`src/rtl/dsm_sample_sequencer.sv`:
```
// rtl/dsm_sample_sequencer.sv - 4-entry sample FIFO feeding a held, strobed vin to a delta-sigma modulator
// Optional feature macro: DSM_SEQ_UNDERRUN_HOLD_EN (keep last sample on vin during underrun).
module dsm_sample_sequencer (
    input  logic        clock,
    input  logic        reset,
    input  logic        enable,
    input  logic [7:0]  osr,
    input  logic [19:0] s_data,
    input  logic        s_valid,
    output logic        s_ready,
    output logic [19:0] vin,
    output logic        sample_strobe,
    output logic        underrun,
    output logic [7:0]  underrun_count,
    output logic [2:0]  fifo_level
);

    typedef enum logic [1:0] {IDLE, RUN, UNDERRUN} state_t;

    state_t      state, state_nx;
    logic [19:0] mem [4];
    logic [1:0]  wr_ptr, rd_ptr;
    logic [7:0]  cnt, cnt_nx, osr_q, osr_q_nx;
    logic [19:0] vin_nx;
    logic        strobe_nx, pop, wr, fifo_nonempty, count_inc;

    // s_ready comes from the registered level only, so a pop on a full FIFO
    // never opens a write slot in the same cycle.
    assign s_ready       = (fifo_level < 3'd4);
    assign wr            = s_valid & s_ready;
    assign fifo_nonempty = (fifo_level != 3'd0);
    assign underrun      = (state == UNDERRUN);

    always_comb begin
        state_nx  = state;
        cnt_nx    = cnt;
        osr_q_nx  = osr_q;
        vin_nx    = vin;
        strobe_nx = 1'b0;
        pop       = 1'b0;
        count_inc = 1'b0;
        case (state)
            IDLE: begin
                vin_nx = 20'h00000;
                cnt_nx = 8'd0;
                if (enable && fifo_nonempty) begin
                    osr_q_nx  = osr;
                    pop       = 1'b1;
                    vin_nx    = mem[rd_ptr];
                    strobe_nx = 1'b1;
                    cnt_nx    = osr;
                    state_nx  = RUN;
                end
            end
            RUN: begin
                if (!enable) begin
                    state_nx = IDLE;
                    vin_nx   = 20'h00000;
                    cnt_nx   = 8'd0;
                end else if (cnt != 8'd0) begin
                    cnt_nx = cnt - 8'd1;
                end else if (fifo_nonempty) begin
                    pop       = 1'b1;
                    vin_nx    = mem[rd_ptr];
                    strobe_nx = 1'b1;
                    cnt_nx    = osr_q;
                end else begin
                    state_nx  = UNDERRUN;
                    count_inc = 1'b1;
`ifdef DSM_SEQ_UNDERRUN_HOLD_EN
                    vin_nx    = vin;
`else
                    vin_nx    = 20'h00000;
`endif
                end
            end
            UNDERRUN: begin
                if (!enable) begin
                    state_nx = IDLE;
                    vin_nx   = 20'h00000;
                    cnt_nx   = 8'd0;
                end else if (fifo_nonempty) begin
                    pop       = 1'b1;
                    vin_nx    = mem[rd_ptr];
                    strobe_nx = 1'b1;
                    cnt_nx    = osr_q;
                    state_nx  = RUN;
                end
            end
            default: begin
                state_nx = IDLE;
                vin_nx   = 20'h00000;
                cnt_nx   = 8'd0;
            end
        endcase
    end

    always_ff @(posedge clock) begin
        if (wr) begin
            mem[wr_ptr] <= s_data;
        end
    end

    always_ff @(posedge clock) begin
        if (!reset) begin
            state          <= IDLE;
            cnt            <= 8'd0;
            osr_q          <= 8'd0;
            vin            <= 20'h00000;
            sample_strobe  <= 1'b0;
            underrun_count <= 8'd0;
            wr_ptr         <= 2'd0;
            rd_ptr         <= 2'd0;
            fifo_level     <= 3'd0;
        end else begin
            state         <= state_nx;
            cnt           <= cnt_nx;
            osr_q         <= osr_q_nx;
            vin           <= vin_nx;
            sample_strobe <= strobe_nx;
            if (count_inc && underrun_count != 8'hFF) begin
                underrun_count <= underrun_count + 8'd1;
            end
            if (wr) begin
                wr_ptr <= wr_ptr + 2'd1;
            end
            if (pop) begin
                rd_ptr <= rd_ptr + 2'd1;
            end
            case ({wr, pop})
                2'b10:   fifo_level <= fifo_level + 3'd1;
                2'b01:   fifo_level <= fifo_level - 3'd1;
                default: fifo_level <= fifo_level;
            endcase
        end
    end

endmodule

```
`config.mk`:
```
export PLATFORM = sky130hd
export DESIGN_NAME = dsm_sample_sequencer
export DESIGN_NICKNAME = d
export VERILOG_FILES = /design/src/rtl/dsm_sample_sequencer.sv
export SDC_FILE = /design/constraint.sdc
export NUM_CORES = 1
export LEC_CHECK = 0
export ABC_CLOCK_PERIOD_IN_PS = 3000
export BUFFER_PORTS_ARGS = -buffer_cell sky130_fd_sc_hd__buf_2
export CORE_UTILIZATION = 28
export DETAILED_ROUTE_END_ITERATION = 6
export GPL_ROUTABILITY_DRIVEN = 0
export PLACE_DENSITY = 0.42
export SYNTH_ARGS = -nofsm -noshare
export SYNTH_HDL_FRONTEND = slang
export SYNTH_SLANG_ARGS = --single-unit
```
`constraint.sdc`:
```
create_clock -name clock -period 3 [get_ports clock]
set_input_delay 0.45 -clock clock [delete_from_list [all_inputs] [get_ports clock]]
set_output_delay 0.45 -clock clock [all_outputs]
set_load 0.005 [all_outputs]
```
==> results.ini, run 1 <==
[detailed_routing]
route.detailed.drc=0
via_count=3514
routed_wl_um=12200
via_per_inst=4.55
drt_first_pass_iters=4
drtIter0Drc=121
postRouteAntennaNets=0
wire_per_inst_um=15.9

[sta]
setup_viol=0
worst_pin_slew_ns=0.950
hold_viol_final=0
relSlewSlack_pct=36.4
max_freq_mhz=371
post-route-min-period_ns=2.70
final_max_slew_viol_count=0
min_period_over_period_pct=89.9
tns_ns=0
rsz0062_at_grt=no
fin_skew_ns=0.00895

[yosys]
synth_seq_cells=136
synth_warnings=0
syn_nets=460
netlist_area_mm2=0.00554
synth_top_flop_cell=edfxtp_1
avgSynthCellArea_um2=13.4
synth_edf_count=80
async_reset_ff_share_pct=0
ys_types=48
netlist_instances=415
yosysSeqAreaShare_pct=63.6

[die]
die_y_um=143
die-area_mm2=0.0204
rows=51
die_w_um=143
initial_core_util_pct=28.5
core_area_mm2=0.0195
ios=66

[status]
status=completed

[critical_path]
worstPathRequired_ns=3.35
cp-end-kind=flip-flop
rr_worst_depth=11
path_class=reg -> reg
critPathMaxFanout=6
r2r-end=fifo_level[2]$_SDFFE_PN0P_
worstReg2RegStart=cnt[0]$_SDFF_PN0_
startpoint_type=flip-flop
cp.arrival_ns=3.04
rrSetupSlack_ns=0.30

[grt]
grt_pass1_wl_um=19400
grt_max_degree=21
grt_overflow=0
grt.total_usage_pct=13.0
grt_antenna_before_repair=0
grt_pass1_vias=3524

[finish]
diodes=0
n_fill_cell=1947
drive_gt1_share_pct=27.2
multi_input_area_mm2=0.00183
synthToLayoutAreaGrowth_pct=23.3
regArea_mm2=0.00352
final_core_util_pct=35.1
instances_no_fill=772
final_nets=539

[power_and_ir_drop]
p_per_area_mw_per_mm2=861
static-leakage-power_nw=2.47
ir_worst_vdd_uv=460

[clocking]
post_cts_buffers=0
insertion_delay_ns=0.42
cts_tree=done
clk_pin_slew_ns=0.06
root_buffer=clkbuf_16
clock-sinks=136
h-tree-depth=4
cts_buffers=17
cts.path.max_buffers=2

[placed_design]
dp_cells=740
dpl.hpwl_um=8010
io_buffers=65

[min_path]
min_path_cells=1
hold_class=in -> reg
hold_end=mem[0][10]$_DFFE_PP_
hp-start=s_data[10]

[job]
drv_cap=0

cells in the mapped netlist, types with 4 or more instances:
master,instances,area (um2)
a21oi_1,24,120
a31oi_1,5,31.3
and2_1,6,37.5
clkbuf_1,14,52.6
dfxtp_1,56,1120
edfxtp_1,80,2400
ha_1,12,150
inv_1,32,120
mux2i_1,8,80.1
mux4_2,20,450
nand2_1,45,169
nand2b_1,7,43.8
nand3_1,5,25.0
nor2_1,9,33.8
o21a_1,6,45.0
o21ai_0,11,55.1
o2bb2ai_1,20,175
o31ai_1,4,30.0
or3_1,4,25.0
or4_1,5,37.5
xnor2_1,4,35.0
state kept, by name (all words and copies together) (netlist names), 2 cells and up, named ones only:
name            cells
rd_ptr              2
underrun_count      8
state               2
mem                80
vin                20
osr_q               8
fifo_level          3
cnt                 8
wr_ptr              2
cell families after synthesis:
kind of cell	synth area share [%]
buffers and inverters	3.93
XOR/XNOR	0.948
flip-flops	63.6
AND/OR/NAND/NOR	8.64
multiplexers	9.57
adder cells (fa/ha/maj)	3.07
AO/OA/AOI/OAI	10.3
layer usage:
| metal | vias to the layer above | routed length [um] | track usage (%) |
|---|---|---|---|
| met3 | 15 | 489 | 4.06 |
| met5 | - | 0 | 0 |
| li1 | 1711 | - | - |
| met4 | 0 | 160 | 5.15 |
| met2 | 69 | 5880 | 21.0 |
| met1 | 1719 | 5720 | 16.1 |
report_power, final:
group	leakage, nW	internal (mW)	switching, mW
Combinational	1.02	0.656	0.835
Clock	0.270	1.19	0.805
Sequential	1.19	2.26	0.144
Total	2.47	4.10	1.78
what timing repair did:
item,in CTS,in global routing
gates resized for setup,0,1
setup endpoints to repair,0,1
hold buffers,0,0
stage by stage:
stage          worst slack [ns]  area (um2)  hold WS (ns)  power, mW
6_report                  0.303        6840         0.245       5.89
5_1_grt                  0.0877        6840         0.231       6.24
4_1_cts                  0.0928        6830         0.223       5.99
3_5_place_dp              0.120        6260         0.444       3.95
3_3_place_gp              0.209        6260         0.439       3.94
2_1_floorplan             0.327        5540         0.437       3.45
final cells by class:
| cell class | count | area share [%] |
|---|---|---|
| Tap cell | 265 | 4.85 |
| Inverter | 33 | 1.81 |
| Clock buffer | 20 | 6.68 |
| Timing Repair Buffer | 79 | 6.66 |
| Clock inverter | 12 | 1.72 |
| Sequential cell | 136 | 51.5 |
| Multi-Input combinational cell | 227 | 26.8 |
worst max-delay path by stage:
stage,start,end,cells past startpoint
floorplan,cnt[0]$_SDFF_PN0_,fifo_level[2]$_SDFFE_PN0P_,11
global placement,cnt[0]$_SDFF_PN0_,fifo_level[2]$_SDFFE_PN0P_,11
detailed placement,cnt[0]$_SDFF_PN0_,fifo_level[2]$_SDFFE_PN0P_,11
CTS,cnt[0]$_SDFF_PN0_,fifo_level[2]$_SDFFE_PN0P_,11
global route,cnt[0]$_SDFF_PN0_,fifo_level[2]$_SDFFE_PN0P_,11
finish,cnt[0]$_SDFF_PN0_,fifo_level[2]$_SDFFE_PN0P_,11
cells in the final DEF, fill, tap and decap left out, types with 4 or more instances in the layout:
cell / count
o2bb2ai_1: 20
inv_1: 32
a31oi_1: 5
mux4_2: 20
o31ai_1: 4
nand2_1: 45
dfxtp_1: 56
clkbuf_16: 17
a21oi_1: 23
clkinvlp_4: 4
xnor2_1: 4
edfxtp_1: 80
and2_1: 6
o21ai_0: 11
ha_1: 12
nand2b_1: 7
nand3_1: 5
o21a_1: 6
or3_1: 4
or4_1: 5
nor2_1: 9
buf_2: 65
buf_4: 12
mux2i_1: 8
worst max-delay path, stage by stage, from the launching register on:
cell,delay (ns)
dfxtp_1,0.35
inv_1,0.10
ha_1,0.18
nor3b_2,0.32
nand4_1,0.19
a21oi_1,0.21
ha_1,0.23
inv_1,0.07
fa_1,0.38
xor2_1,0.16
or3_1,0.31
a21oi_1,0.14
(Power assumes the default switching activity.)
==> run 2, diff against run 1 <==
--- a/config.mk
+++ b/config.mk
@@ -5,7 +5,7 @@
 export SDC_FILE = /design/constraint.sdc
 export NUM_CORES = 1
 export LEC_CHECK = 0
-export ABC_CLOCK_PERIOD_IN_PS = 3000
+export ABC_CLOCK_PERIOD_IN_PS = 2700
 export BUFFER_PORTS_ARGS = -buffer_cell sky130_fd_sc_hd__buf_2
 export CORE_UTILIZATION = 28
 export DETAILED_ROUTE_END_ITERATION = 6
==> constraint.sdc (replaced) <==
create_clock -name clock -period 2.7 [get_ports clock]
set_input_delay 0.405 -clock clock [delete_from_list [all_inputs] [get_ports clock]]
set_output_delay 0.405 -clock clock [all_outputs]
set_load 0.005 [all_outputs]
==> results.ini, run 2 (same netlist as run 1, synthesis figures left out) <==
[finish]
final_nets=549  ; +1.9%
synthToLayoutAreaGrowth_pct=25.0
top_register=mem
final_area_mm2=0.00693  ; +1.4%
layout_common_cells=edfxtp_1, buf_2, dfxtp_1
reg_top3=mem: 80 flops, vin: 20 flops
diodes=0  ; unchanged
final_common_cell=edfxtp_1
largest_reg_flops=80  ; unchanged
drive_gt1_share_pct=30.2  ; +3.0 points

[critical_path]
startpoint_type=flip-flop
cp-end-kind=flip-flop
critPathMaxFanout=5  ; -1
cp.arrival_ns=2.87  ; -0.17 ns
worstPathRequired_ns=3.05  ; -0.30 ns
crit_path_start=state[0]$_SDFFE_PN0P_
critPathMaxStageDelay_ns=0.39  ; about the same
path_class=reg -> reg
rrSetupSlack_ns=0.18  ; -0.13 ns
worstReg2RegStart=state[0]$_SDFFE_PN0P_
critPathSlowestCell=or3_1
crit_family=adder cells
cp.buffers_inverters=2  ; unchanged
crit_chain=inv_1 -> ha_1 -> and2_2 -> a31oi_1 -> a21oi_2 -> ha_2 -> inv_1 -> fa_2 -> xor2_1 -> or3_1 -> a21oi_2

[sta]
min_period_over_period_pct=93.5  ; +3.6 points
max_freq_mhz=396  ; +6.8%
fin_skew_ns=0.00886  ; -0.0000868 ns
hold_viol_final=0  ; unchanged
worst_pin_slew_ns=0.918  ; -0.0320 ns
rsz0062_at_grt=no
relSlewSlack_pct=38.5  ; +2.1 points
final_max_slew_viol_count=0  ; unchanged
post-route-min-period_ns=2.52  ; -0.172 ns
tns_ns=0  ; unchanged
setup_viol=0  ; unchanged

[min_path]
hp-start=s_data[2]
hold_class=in -> reg

[clocking]
insertion_delay_ns=0.42  ; about the same
cts.path.max_buffers=2  ; unchanged
h-tree-depth=4  ; unchanged
cts_buffers=17  ; unchanged
root_buffer=clkbuf_16
clk_pin_slew_ns=0.06  ; about the same
post_cts_buffers=0  ; unchanged
clock-sinks=136  ; unchanged
cts_tree=done
holdBufCountCts=0  ; unchanged

[die]
die_w_um=143  ; unchanged
die_y_um=143  ; unchanged
initial_core_util_pct=28.5  ; unchanged
rows=51  ; unchanged
ios=66  ; unchanged
die-area_mm2=0.0204  ; unchanged
core_area_mm2=0.0195  ; unchanged

[job]
drv_cap=0  ; unchanged

[power_and_ir_drop]
ir_worst_vdd_uv=458  ; -0.37%
finalPower_mw=6.68  ; +13%
power_switching_mw=2.02  ; +13%
p_seq_share_pct=39.8  ; -1.0 points
p_clk_share_pct=33.9  ; about the same
combPwrFrac_pct=26.3  ; +1.0 points
p_per_area_mw_per_mm2=963  ; +12%
static-leakage-power_nw=2.53  ; +2.2%
p_int_mw=4.66  ; +13%
swShare_pct=30.2  ; -0.078 points

[detailed_routing]
via_count=3536  ; +0.63%
wl_met2_um=6210  ; +5.7%
top_layer=met4
via_per_inst=4.52  ; -0.66%
wl_met1_um=5640  ; -1.3%
postRouteAntennaNets=0  ; unchanged
drtIter0Drc=142  ; +17%
routed_wl_um=12400  ; +1.5%
wire_per_inst_um=15.9  ; +0.22%
route.detailed.drc=0  ; unchanged
wl_met3_um=425  ; -13%
drt_first_pass_iters=4  ; unchanged

[placed_design]
dpl.hpwl_um=8220  ; +2.6%
dpl_cell_area_mm2=0.00631  ; +0.80%
io_buffers=65  ; unchanged

[grt]
grt_pass1_wl_um=19400  ; -0.14%
grt.total_usage_pct=13.1  ; +0.080 points
grt_max_degree=21  ; unchanged
grt_overflow=0  ; unchanged
grt_pass1_vias=3552  ; +0.79%
grt_antenna_before_repair=0  ; unchanged

[status]
status=completed

run 2: cell types whose count changed in the layout (fill, tap and decap cells not counted), moves of 2 or more:
cell        delta
buf_4         +12
clkinv_1       +3
a21oi_1        -2
a21oi_2        +2
buf_12         -2
clkbuf_8       -2
clkinvlp_4     -2
dfxtp_1        -2
dfxtp_2        +2
ha_1           -2
inv_1          -2
inv_2          +2
run 2: stage by stage:
stage | utilization (%) | std cells | setup slack (ns) | hold slack (ns)
floorplan | - | 415 | 0.0269 | 0.437
global placement | 32.4 | 750 | 0.112 | 0.439
detailed placement | 32.4 | 750 | 0.0234 | 0.444
CTS | 35.4 | 782 | 0.0859 | 0.181
global route | 35.6 | 782 | 0.0301 | 0.184
finish | 35.6 | 782 | 0.176 | 0.204
run 2: worst paths after layout:
check        cells past startpoint                          to
min                              1         mem[3][2]$_DFFE_PP_
max                             11  fifo_level[2]$_SDFFE_PN0P_
max reg2reg                     11  fifo_level[2]$_SDFFE_PN0P_
min reg2reg                      1         vin[4]$_SDFFE_PN0P_
run 2: per-layer routing:
| layer | vias to the layer above | GRT usage (%) |
|---|---|---|
| met2 | 60 | 22.0 |
| met5 | - | 0 |
| met3 | 12 | 3.45 |
| met4 | 0 | 5.66 |
| met1 | 1733 | 15.8 |
| li1 | 1731 | - |
run 2: cell type report:
| type | count | area (um2) |
|---|---|---|
| fillers | 1933 | 12500 |
| flip-flops and latches | 136 | 3530 |
| multi-input cells | 227 | 1870 |
| repair buffers | 89 | 505 |
| clock buffers | 18 | 429 |
| well taps | 265 | 332 |
| clock inverters | 14 | 148 |
| inverters | 33 | 124 |
run 2: timing repair:
item / in CTS / in global routing
endpoints found under the setup margin: 1 / 1
cloned: 0 / 0
pin swaps: 0 / 6
resized for setup: 1 / 13
run 2: power by group through the flow:
stage,clock network [mW],logic (mW),registers (mW)
final,2.26,1.75,2.66
after global routing,2.41,1.95,2.69
after CTS,2.32,1.75,2.65
after detailed placement,0,1.74,2.69
after global placement,0,1.75,2.68
after floorplan,0,1.16,2.67
==> run 3, diff against run 2 <==
--- a/config.mk
+++ b/config.mk
@@ -10,7 +10,7 @@
 export CORE_UTILIZATION = 28
 export DETAILED_ROUTE_END_ITERATION = 6
 export GPL_ROUTABILITY_DRIVEN = 0
-export PLACE_DENSITY = 0.42
+export PLACE_DENSITY_LB_ADDON = 0.1
 export SYNTH_ARGS = -nofsm -noshare
 export SYNTH_HDL_FRONTEND = slang
 export SYNTH_SLANG_ARGS = --single-unit
==> results.ini, run 3 (same netlist as run 1, synthesis figures left out) <==
[die]
initial_core_util_pct=28.5  ; unchanged
die_y_um=143  ; unchanged
die-area_mm2=0.0204  ; unchanged
die_w_um=143  ; unchanged
rows=51  ; unchanged
ios=66  ; unchanged
core_area_mm2=0.0195  ; unchanged

[finish]
final_common_cell=edfxtp_1
top_register=mem
final_nets=549  ; unchanged
layout_common_cells=edfxtp_1, buf_2, dfxtp_1
synthToLayoutAreaGrowth_pct=25.3
reg_top3=mem: 80 flops, vin: 20 flops
diodes=0  ; unchanged
drive_gt1_share_pct=29.2  ; -0.97 points
largest_reg_flops=80  ; unchanged

[status]
status=complete, but fails checks
violations=design-rule violations

[grt]
grt_overflow=0  ; unchanged
grt_pass1_wl_um=19800  ; +2.2%
grt_max_degree=21  ; unchanged
grt_pass1_vias=3677  ; +3.5%
grt_antenna_before_repair=0  ; unchanged
grt.total_usage_pct=13.3  ; +0.21 points

[power_and_ir_drop]
swShare_pct=30.1  ; -0.17 points
p_int_mw=4.68  ; +0.42%
finalPower_mw=6.69  ; +0.17%
static-leakage-power_nw=2.53  ; about the same
p_seq_share_pct=39.8  ; about the same
p_clk_share_pct=33.9  ; about the same
ir_worst_vdd_uv=418  ; -8.7%
power_switching_mw=2.01  ; -0.39%
combPwrFrac_pct=26.3  ; about the same
p_per_area_mw_per_mm2=962  ; about the same

[detailed_routing]
postRouteAntennaNets=0  ; unchanged
route.detailed.drc=2  ; +2
wl_met1_um=5670  ; +0.51%
wl_met2_um=6340  ; +2.0%
wl_met3_um=465  ; +9.4%
top_layer=met4
via_per_inst=4.54  ; +0.51%
routed_wl_um=12600  ; +1.5%
wire_per_inst_um=16.1  ; +1.5%
via_count=3554  ; +0.51%
drtIter0Drc=139  ; -2.1%
drt_first_pass_iters=6  ; +2

[min_path]
hold_class=in -> reg

[critical_path]
worstPathRequired_ns=3.04  ; about the same
cp.arrival_ns=2.86  ; about the same
crit_chain=inv_1 -> ha_1 -> nor3b_4 -> nand4_1 -> a21oi_2 -> ha_2 -> inv_1 -> fa_1 -> xor2_1 -> or3_1 -> a21oi_1
startpoint_type=flip-flop
path_class=reg -> reg
cp-end-kind=flip-flop
critPathMaxFanout=6  ; +1
critPathMaxStageDelay_ns=0.38  ; about the same
critPathSlowestCell=fa_1
cp.buffers_inverters=2  ; unchanged
crit_top_cell=inv_1
crit_family=adder cells

[sta]
post-route-min-period_ns=2.52  ; -0.00393 ns
worst_pin_slew_ns=0.907  ; -0.0108 ns
min_period_over_period_pct=93.3  ; -0.15 points
fin_skew_ns=0.00689  ; -0.00197 ns
max_freq_mhz=397  ; +0.16%
final_max_slew_viol_count=0  ; unchanged
holdWs_ns=0.203  ; -0.000895 ns
relSlewSlack_pct=39.2  ; +0.72 points
setup_viol=0  ; unchanged
hold_viol_final=0  ; unchanged

[clocking]
insertion_delay_ns=0.41  ; about the same
cts_buffers=17  ; unchanged
cts_tree=done
clock-sinks=136  ; unchanged
clk_pin_slew_ns=0.06  ; about the same
h-tree-depth=4  ; unchanged
cts.path.max_buffers=2  ; unchanged
root_buffer=clkbuf_16
holdBufCountCts=0  ; unchanged

[job]
drv_cap=0  ; unchanged

[placed_design]
dpl.hpwl_um=8190  ; -0.31%
io_buffers=65  ; unchanged

run 3: path summary, 6_finish.rpt:
| check | start | slack, ns | endpoint | cells past startpoint |
|---|---|---|---|---|
| worst max-delay path | cnt[0]$_SDFF_PN0_ | 0.18 | fifo_level[2]$_SDFFE_PN0P_ | 11 |
| worst min-delay path | s_data[5] | 0.20 | mem[1][5]$_DFFE_PP_ | 1 |
| worst max register to register | cnt[0]$_SDFF_PN0_ | 0.18 | fifo_level[2]$_SDFFE_PN0P_ | 11 |
| worst min register to register | vin[9]$_SDFFE_PN0P_ | 0.45 | vin[9]$_SDFFE_PN0P_ | 1 |
run 3: stage by stage:
stage	TNS (ns)	util [%]	std cells	setup WS [ns]	instance area, um2
finish	0	35.7	782	0.180	6950
global route	-0.0273	35.7	782	-0.0273	6950
CTS	0	35.5	780	0.000589	6910
detailed placement	0	32.5	748	0.0377	6330
global placement	0	32.5	748	0.116	6330
floorplan	0	-	415	0.0269	5540
run 3: worst reg2reg max path: cells and delay by family, from the launching register on:
family                     cells  cell delay (ns)
adders and majority gates      3             0.78
and+or+nand+nor                3             0.67
AOI/OAI and AO/OA              2             0.35
DFF                            1             0.34
xor gates and xnor gates       1             0.16
buffers and inverters          2             0.14
run 3: final cells by class:
| type | instances | area (um2) |
|---|---|---|
| well taps | 265 | 332 |
| multi-input cells | 227 | 1850 |
| clock inverters | 14 | 149 |
| repair buffers | 89 | 543 |
| inverters | 33 | 124 |
| fillers | 1930 | 12500 |
| clock buffers | 18 | 429 |
| flip-flops and latches | 136 | 3520 |
run 3: power by group through the flow:
stage	combinational [mW]	clock, mW	sequential [mW]
2_1_floorplan	1.16	0	2.67
3_3_place_gp	1.76	0	2.69
3_5_place_dp	1.75	0	2.70
4_1_cts	1.76	2.33	2.66
5_1_grt	1.98	2.42	2.70
6_report	1.76	2.27	2.66
run 3: repair_timing:
item | in CTS | in global routing
setup endpoints to repair | 0 | 1
resized for setup | 0 | 6
buffers inserted | 0 | 2
run 3: layer usage:
layer  global-route usage (%)  vias to the layer above
li1                         -                     1723
met5                        0                        -
met4                     4.36                        0
met2                     22.8                       59
met1                     15.8                     1759
met3                     4.09                       13
